[src/rtl/cpu_pkg.sv]
// Shared CPU definitions: instruction width, opcode constants and fetch-stage state encoding.
package cpu_pkg;

  localparam int unsigned INSTR_W = 32;
  localparam int unsigned OPC_W   = 7;

  localparam logic [OPC_W-1:0] OPC_RTYPE = 7'b0110011;
  localparam logic [OPC_W-1:0] OPC_ITYPE = 7'b0010011;
  localparam logic [OPC_W-1:0] OPC_LOAD  = 7'b0000011;
  localparam logic [OPC_W-1:0] OPC_STORE = 7'b0100011;

  typedef enum logic {
    RUN   = 1'b0,
    FLUSH = 1'b1
  } fetch_state_t;

  // True for the opcodes the controller decodes.
  function automatic logic opc_is_legal(input logic [OPC_W-1:0] opc);
    return (opc == OPC_RTYPE) || (opc == OPC_ITYPE) ||
           (opc == OPC_LOAD)  || (opc == OPC_STORE);
  endfunction

endpackage

[src/rtl/fetch_fifo.sv]
// Synchronous FIFO with push/pop/flush and occupancy count; DEPTH must be a power of 2.
module fetch_fifo #(
  parameter  int unsigned WIDTH = 32,
  parameter  int unsigned DEPTH = 2,
  localparam int unsigned PTR_W = $clog2(DEPTH),
  localparam int unsigned CNT_W = PTR_W + 1
) (
  input  logic             clk,
  input  logic             rst,
  input  logic             i_push,
  input  logic [WIDTH-1:0] i_data,
  input  logic             i_pop,
  input  logic             i_flush,
  output logic [WIDTH-1:0] o_data,
  output logic [CNT_W-1:0] o_count
);

  logic [WIDTH-1:0] r_mem [DEPTH];
  logic [PTR_W-1:0] r_wptr;
  logic [PTR_W-1:0] r_rptr;
  logic [CNT_W-1:0] r_count;
  logic             w_push;
  logic             w_pop;

  assign w_pop  = i_pop && (r_count != '0);
  assign w_push = i_push && ((r_count != CNT_W'(DEPTH)) || w_pop);

  // Pointers and occupancy; flush empties the queue and wins over push/pop.
  always_ff @(posedge clk) begin
    if (rst || i_flush) begin
      r_wptr  <= '0;
      r_rptr  <= '0;
      r_count <= '0;
    end else begin
      if (w_push) r_wptr <= r_wptr + PTR_W'(1);
      if (w_pop)  r_rptr <= r_rptr + PTR_W'(1);
      case ({w_push, w_pop})
        2'b10:   r_count <= r_count + CNT_W'(1);
        2'b01:   r_count <= r_count - CNT_W'(1);
        default: r_count <= r_count;
      endcase
    end
  end

  always_ff @(posedge clk) begin
    if (w_push && !i_flush) r_mem[r_wptr] <= i_data;
  end

  assign o_data  = r_mem[r_rptr];
  assign o_count = r_count;

endmodule

[src/rtl/instr_fetch_unit.sv]
// Fetch stage: owns the PC, issues credit-limited imem requests, buffers responses in order.
// Define FETCH_OPCHECK_EN to drive illegal_op from an opcode checker on the buffer head.
module instr_fetch_unit
  import cpu_pkg::*;
#(
  parameter int unsigned     XLEN       = 32,
  parameter logic [XLEN-1:0] RESET_PC   = '0,
  parameter int unsigned     FIFO_DEPTH = 2
) (
  input  logic               clk,
  input  logic               rst,
  output logic               imem_req_valid,
  input  logic               imem_req_ready,
  output logic [XLEN-1:0]    imem_req_addr,
  input  logic               imem_rsp_valid,
  input  logic [INSTR_W-1:0] imem_rsp_data,
  input  logic               redirect_valid,
  input  logic [XLEN-1:0]    redirect_pc,
  output logic               instr_valid,
  input  logic               instr_ready,
  output logic [INSTR_W-1:0] instr,
  output logic [XLEN-1:0]    instr_pc,
  output logic [OPC_W-1:0]   opcode,
  output logic               illegal_op
);

  localparam int unsigned CNT_W = $clog2(FIFO_DEPTH) + 1;
  localparam int unsigned SUM_W = CNT_W + 1;
  localparam int unsigned ENT_W = INSTR_W + XLEN;

  fetch_state_t     r_state;
  logic [XLEN-1:0]  r_pc;
  logic [CNT_W-1:0] r_drop;

  logic [CNT_W-1:0] w_buf_count;
  logic [CNT_W-1:0] w_aq_count;
  logic [ENT_W-1:0] w_buf_head;
  logic [XLEN-1:0]  w_aq_head;
  logic             w_instr_valid;
  logic             w_pop;
  logic             w_push;
  logic             w_req_valid;
  logic             w_accept;
  logic [SUM_W-1:0] w_used;
  logic [CNT_W-1:0] w_inflight;
  logic [CNT_W-1:0] w_drop_nxt;

  assign w_instr_valid = (w_buf_count != '0);
  assign w_pop         = w_instr_valid && instr_ready;
  assign w_push        = (r_state == RUN) && imem_rsp_valid;

  // A same-cycle pop frees a slot, which keeps the pipe bubble-free at depth 2.
  assign w_used      = SUM_W'(w_buf_count) + SUM_W'(w_aq_count) - SUM_W'(w_pop);
  assign w_req_valid = !rst && (r_state == RUN) && !redirect_valid &&
                       (w_used < SUM_W'(FIFO_DEPTH));
  assign w_accept    = w_req_valid && imem_req_ready;

  // In RUN the address queue occupancy is exactly the outstanding request count.
  assign w_inflight = (r_state == RUN) ? w_aq_count : r_drop;
  assign w_drop_nxt = w_inflight - CNT_W'(imem_rsp_valid && (w_inflight != '0));

  fetch_fifo #(.WIDTH(ENT_W), .DEPTH(FIFO_DEPTH)) u_instr_buf (
    .clk     (clk),
    .rst     (rst),
    .i_push  (w_push),
    .i_data  ({imem_rsp_data, w_aq_head}),
    .i_pop   (w_pop),
    .i_flush (redirect_valid),
    .o_data  (w_buf_head),
    .o_count (w_buf_count)
  );

  fetch_fifo #(.WIDTH(XLEN), .DEPTH(FIFO_DEPTH)) u_addr_q (
    .clk     (clk),
    .rst     (rst),
    .i_push  (w_accept),
    .i_data  (r_pc),
    .i_pop   (w_push),
    .i_flush (redirect_valid),
    .o_data  (w_aq_head),
    .o_count (w_aq_count)
  );

  // PC / flush FSM; leaving FLUSH as soon as the drop count hits zero avoids a stall.
  always_ff @(posedge clk) begin
    if (rst) begin
      r_state <= RUN;
      r_pc    <= RESET_PC;
      r_drop  <= '0;
    end else if (redirect_valid) begin
      r_pc    <= {redirect_pc[XLEN-1:2], 2'b00};
      r_drop  <= w_drop_nxt;
      r_state <= (w_drop_nxt != '0) ? FLUSH : RUN;
    end else begin
      case (r_state)
        RUN: begin
          if (w_accept) r_pc <= r_pc + XLEN'(4);
        end
        FLUSH: begin
          if (imem_rsp_valid) begin
            r_drop <= w_drop_nxt;
            if (w_drop_nxt == '0) r_state <= RUN;
          end
        end
        default: r_state <= RUN;
      endcase
    end
  end

  assign imem_req_valid = w_req_valid;
  assign imem_req_addr  = r_pc;
  assign instr_valid    = w_instr_valid;
  assign instr          = w_instr_valid ? w_buf_head[ENT_W-1 -: INSTR_W] : '0;
  assign instr_pc       = w_instr_valid ? w_buf_head[XLEN-1:0] : '0;
  assign opcode         = instr[OPC_W-1:0];

`ifdef FETCH_OPCHECK_EN
  assign illegal_op = w_instr_valid && !opc_is_legal(opcode);
`else
  assign illegal_op = 1'b0;
`endif

endmodule

[config.mk]
export PLATFORM = sky130hd
export DESIGN_NAME = instr_fetch_unit
export DESIGN_NICKNAME = d
export VERILOG_FILES = /design/src/rtl/cpu_pkg.sv /design/src/rtl/fetch_fifo.sv /design/src/rtl/instr_fetch_unit.sv
export SDC_FILE = /design/constraint.sdc
export NUM_CORES = 1
export LEC_CHECK = 0
export CORE_ASPECT_RATIO = 0.7
export CORE_MARGIN = 10
export CORE_UTILIZATION = 47
export CTS_CLUSTER_SIZE = 28
export DETAILED_ROUTE_END_ITERATION = 7
export PLACE_DENSITY = 0.76
export REMOVE_ABC_BUFFERS = 1
export SLEW_MARGIN = 20
export SYNTH_ARGS = -nofsm -noshare
export SYNTH_HDL_FRONTEND = slang
export SYNTH_SLANG_ARGS = --single-unit
[constraint.sdc]
create_clock -name clk -period 8.8 [get_ports clk]
set_clock_uncertainty 0.1 [all_clocks]
set_input_delay 2.64 -clock clk [delete_from_list [all_inputs] [get_ports clk]]
set_output_delay 2.64 -clock clk [all_outputs]
set_load 0.02 [all_outputs]
## After elaboration in Yosys (flattened, before gate mapping)

Memory sizes are Yosys's and may differ from the RTL's. A register that Yosys moved wholly into a read port is not among the register bits.
Cells that the tools add are included.

| operators by class | value |
|---|---|
| bitwise logic cells | 1 |
| order comparisons | 1 |
| equality and inequality tests | 7 |
| $add $sub $neg | 12 |
| mux-type cells | 24 |
| reductions and logical operators | 32 |

Operator list:

| operator | count |
|---|---|
| $mux W32 | 5 |
| $add A32 B3 Y32 const B | 1 |
| $reduce_bool A2 Y1 | 9 |
| $logic_and A1 B1 Y1 | 13 |
| $mux W1 | 13 |
| $mux W2 | 4 |
| $pmux W2 S2 | 2 |
| $ne A2 B2 Y1 const B | 3 |
| $reduce_and A2 Y1 | 3 |
| $add A1 B1 Y1 const B | 4 |
| $add A2 B1 Y2 const B | 2 |
| $eq A2 B1 Y1 const B | 2 |
| $eq A2 B2 Y1 const B | 2 |
| $sub A2 B1 Y2 const B | 2 |
| $add A2 B2 Y3 | 1 |
| $logic_or A1 B1 Y1 | 3 |
| $lt A3 B2 Y1 const B | 1 |
| $sub A3 B1 Y3 | 1 |
| $logic_not A1 Y1 | 2 |
| $logic_not A2 Y1 | 1 |
| $reduce_or A2 Y1 | 1 |
| $sub A2 B1 Y2 | 1 |
| $not A1 Y1 | 1 |

| storage, ports and cells | value |
|---|---|
| memories | 2 |
| bits of input ports | 70 |
| flip-flop bits (word level) | 43 |
| output and inout port bits | 106 |
| word-level logic and storage cells | 89 |
| memory bits (writable) | 192 |

Memory list:

| name | depth | width | read ports | clocked after memory_dff | wr ports | line | text |
|---|---|---|---|---|---|---|---|
| u_instr_buf.r_mem | 2 | 64 | 1 | 1 | 1 | fetch_fifo.sv:18 | `logic [WIDTH-1:0] r_mem [DEPTH];` |
| u_addr_q.r_mem | 2 | 32 | 1 | 1 | 1 | fetch_fifo.sv:18 |  |

## Logic depth before layout (Yosys ltp)

| logic depth | value |
|---|---|
| word-level depth | 10 |
| gate-level depth with buffers | 14 |
| depth with buffers taken out | 13 |

## Hierarchy

Synthesis repeated with hierarchy kept, for this count alone.

| second synthesis, totals | value |
|---|---|
| cells, all modules | 677 |
| area total of the unflattened synthesis | 9974.6 µm² |

By module, submodules not included:

| module | area each (µm²) | instances | cells each |
|---|---|---|---|
| fetch_fifo (u_instr_buf) | 4874.7 | 1 | 226 |
| fetch_fifo (u_addr_q) | 2567.5 | 1 | 127 |
| instr_fetch_unit | 2532.4 | 1 | 324 |

## Worst setup path after synthesis

No wires, ideal clock.

| timing path | value |
|---|---|
| kind | input -> register |
| start | input port redirect_valid |
| end | memory u_instr_buf.r_mem[1][10] (netlist name) (enable) |
| arrival time | 7748 ps |
| setup time | 571 ps |
| setup slack | 381 ps |
| buffers on the path | 3 |
| required time | 8129 ps |
| cell stages on the path | 4 |
| cell sequence | buf_6 clkbuf_1 buf_1 nor3b_1 |

| between the ends | value |
|---|---|
| cells in the longest elaborated chain, start to end | 4 |

Ends and longest elaborated chain:

| what | line | text |
|---|---|---|
| start: declaration | instr_fetch_unit.sv:17 | `input logic redirect_valid,` |
| $logic_not A1 Y1 | fetch_fifo.sv:46 | `if (w_push && !i_flush) r_mem[r_wptr] <= i_data;` |
| $logic_and A1 B1 Y1 | fetch_fifo.sv:46 |  |
| $mux W1 | fetch_fifo.sv:46 |  |
| $mux W1 (implied by the code) | fetch_fifo.sv:46 |  |
| end: declaration | fetch_fifo.sv:18 |  |

No other way between the ends.

## Worst setup path in the final report

| timing path | value |
|---|---|
| start | input port instr_ready |
| end | output port imem_req_valid |

| between the ends | value |
|---|---|
| cells in the longest elaborated chain, start to end | 4 |

Ends and longest elaborated chain:

| what | line | text |
|---|---|---|
| start: declaration | instr_fetch_unit.sv:20 | `input logic instr_ready,` |
| $logic_and A1 B1 Y1 | instr_fetch_unit.sv:49 | `assign w_pop = w_instr_valid && instr_ready;` |
| $sub A3 B1 Y3 | instr_fetch_unit.sv:53 | `assign w_used = SUM_W'(w_buf_count) + SUM_W'(w_aq_count) - SUM_W'(w_pop);` |
| $lt A3 B2 Y1 | instr_fetch_unit.sv:55 | `(w_used < SUM_W'(FIFO_DEPTH));` |
| $logic_and A1 B1 Y1 | instr_fetch_unit.sv:54 | `assign w_req_valid = !rst && (r_state == RUN) && !redirect_valid &&` |
| end: declaration | instr_fetch_unit.sv:12 | `output logic imem_req_valid,` |

No other way between the ends.

==> results.md <==
* Worst Path Class, Setup: primary input to output port
* Leakage at 3.830 nW
* Initial DRC Count at 370
* Slew headroom at 33.53%
* Ys Warns at 0
* Via count at 5859
* Cell Area, Synth at 0.009346 mm²
* Global-route wire length before repair at 32620 µm
* Port-buffer cells at 168
* RSZ-0062 raised after global routing: false
* Routed WL at 21140 µm
* GRT overflow at 0
* Final setup viols at 0
* Antenna violations before repair at 1
* Htree depth at 1
* Actual slew at the worst max-slew pin at 994.7 ps
* Root Buffer: clkbuf_16
* Ys async rst share at 0%
* Setup TNS at 0 ps
* Chip Height at 138.0 µm
* Worst path required time at 6060 ps
* Status: finished clean
* CTS Hold Buffers Added at 0
* Clock Sinks at 227
* Period utilization at 92.52%
* Diodes inserted at 0
* Largest net degree at the start of global routing at 63
* P&R area growth vs syn at 28.03%
* Clock-pin slew on the worst setup and hold paths at 60 ps
* Placement row count at 43
* Post-route ant nets at 0
* Max stage delay cell, worst path: clkdlybuf4s50_1
* VDD IR max at 0.1153 mV
* Pwr dens at 198.2 mW/mm²
* Slew Limit Fails at 0
* Placed cell areas at 0.01124 mm²
* Die width at 188.6 µm
* Crit path launch type: primary input
* DIE AREA at 0.02602 mm²
* Residual DRC at 0
* Top_reg_cell synth: edfxtp_1
* Layout cells sized above 1 at 10.18%
* FF-to-FF setup slack at 4510 ps
* Overall Global Routing Usage at 15.79%
* Drt wl/cell at 18.96 µm
* Post-synth EDFFs at 184
* Worst min path class: register to register
* Boundary Pins at 176
* Worst skew pair latency at 500 ps
* Mapped Cells at 669
* Post-CTS setup buffer count at 0
* Distinct cells, synth at 54
* Core area at 0.01969 mm²
* Vias/cell at 5.255
* First-pass DRT Iterations at 4
* Crit-path max FO at 6
* CP Cell Sequence: clkdlybuf4s50_1 > and2_1 > ha_1 > nand2b_1 > fa_1 > nor4b_4 > and2_1 > clkdlybuf4s50_1
* Worst path max stage delay at 610 ps
* Number of global-route vias before repair at 5731
* # Max-Cap Violations at 0
* Final hold violation count at 0
* Final #Nets at 906
* Final min period at 8142 ps
* Worst path arrival time at 5400 ps
* Synth Area per Inst at 13.97 µm²
* Synth Register Bits at 227
* FMAX at 122.8 MHz
* CTS buffer count at 22
* Initial core utilization at 47.46%
* CTS resizes at 0
* CTS tree: built
* Post-synthesis sequential area ratio at 68.33%
* Worst setup EP type: output port
* Filler cells at 1550
* Final HPWL DP at 14040 µm
* GP Congestion at 0.8107
* CTS Buffer Depth at 3
* Fin area at 0.01197 mm²
## metrics by stage
| step | hold slack, ps | cells | utilization (%) | setup slack [ps] | total power [mW] |
|---|---|---|---|---|---|
| floorplan | 360.1 | 627 | - | 673.6 | 1.364 |
| global placement | 379.6 | 1074 | 57.10 | 711.9 | 1.486 |
| detailed placement | 399.6 | 1074 | 57.10 | 654.5 | 1.492 |
| CTS | 417.8 | 1114 | 60.63 | 644.6 | 2.397 |
| global route | 433.4 | 1115 | 60.77 | 529.7 | 2.460 |
| finish | 411.6 | 1115 | 60.77 | 657.9 | 2.371 |
## synthesized netlist by cell type, drive strengths merged (13+ instances only)
| library cell | number | area, µm² |
|---|---|---|
| nor2 | 99 | 371.6 |
| mux2 | 32 | 360.4 |
| o21ai | 14 | 70.07 |
| nand4 | 16 | 100.1 |
| edfxtp | 184 | 5525 |
| xnor2 | 13 | 113.9 |
| a211oi | 13 | 97.59 |
| dfxtp | 43 | 860.8 |
| clkbuf | 25 | 95.09 |
| buf | 21 | 145.1 |
| nand2 | 24 | 90.09 |
| mux2i | 67 | 670.6 |
| a21oi | 17 | 85.08 |
## placed cells by master (no fill, tap or decap), types with 5 or more instances in the layout
cell type / count
a211oi_1: 13
a21oi_1: 17
a31oi_1: 7
and3_1: 7
and4_1: 5
buf_4: 9
clkbuf_1: 9
clkbuf_16: 22
clkdlybuf4s50_1: 168
conb_1: 5
dfxtp_1: 42
edfxtp_1: 184
ha_1: 6
inv_1: 8
mux2_2: 32
mux2i_1: 67
nand2_1: 24
nand3_1: 9
nand4_1: 16
nor2_1: 96
nor3_1: 7
o21ai_0: 14
xnor2_1: 13
xor2_1: 10
## kinds of logic after synthesis
logic type | count (synthesis) | share of synthesized area, %
AND/OR/NAND/NOR | 193 | 9.960
AO/OA/AOI/OAI | 65 | 4.578
buffers and inverters | 54 | 2.891
flip-flops | 227 | 68.33
XOR/XNOR | 23 | 2.155
multiplexers | 99 | 11.03
other | 1 | 0.04012
adder cells (fa/ha/maj) | 7 | 1.017
## flip-flops by register name (all words and copies together), names as in the netlist, 2 cells and up, named ones only
name                 count
u_instr_buf.r_mem      124
u_addr_q.r_mem          60
imem_req_addr           30
r_drop                   2
u_addr_q.o_count         2
u_instr_buf.o_count      2
## worst max-delay path, delay by kind of cell
kind	cells	cell delay (ps)
fa+ha+maj	2	760
simple gates	4	910
buf+inv	2	1090
## final cells by class
cell class / count / area, µm² / area share [%]
Sequential cell: 227 / 6390 / 53.40
Multi-Input combinational cell: 392 / 2738 / 22.88
Timing Repair Buffer: 178 / 1777 / 14.85
Clock buffer: 31 / 584.3 / 4.883
Tap cell: 270 / 337.8 / 2.823
Clock inverter: 9 / 110.1 / 0.9201
Inverter: 8 / 30.03 / 0.2509
## power breakdown
| part | switching [mW] | internal (mW) | leakage (nW) |
|---|---|---|---|
| clock | 0.378 | 0.526 | 0.337 |
| sequential | 0.0269 | 1.20 | 2.02 |
| combinational | 0.129 | 0.111 | 1.47 |
## worst paths after layout
check / startpoint / to / cells after the start
worst max register to register: u_instr_buf.o_count[0] / u_addr_q.r_mem[0][10] / 10
worst min register to register: r_drop[1] / r_drop[1] / 2
worst max-delay path: instr_ready / imem_req_valid / 8
worst min-delay path: r_drop[1] / r_drop[1] / 2
## metal layers
| layer | share of wire (%) | wire length (µm) | track usage [%] |
|---|---|---|---|
| met1 | 45 | 9470 | 20.98 |
| met2 | 47 | 9834 | 25.42 |
| met3 | 7.2 | 1528 | 4.724 |
| met4 | 1.3 | 284 | 3.032 |
| met5 | 0.080 | 17 | 0 |
(Power assumes the default switching activity.)
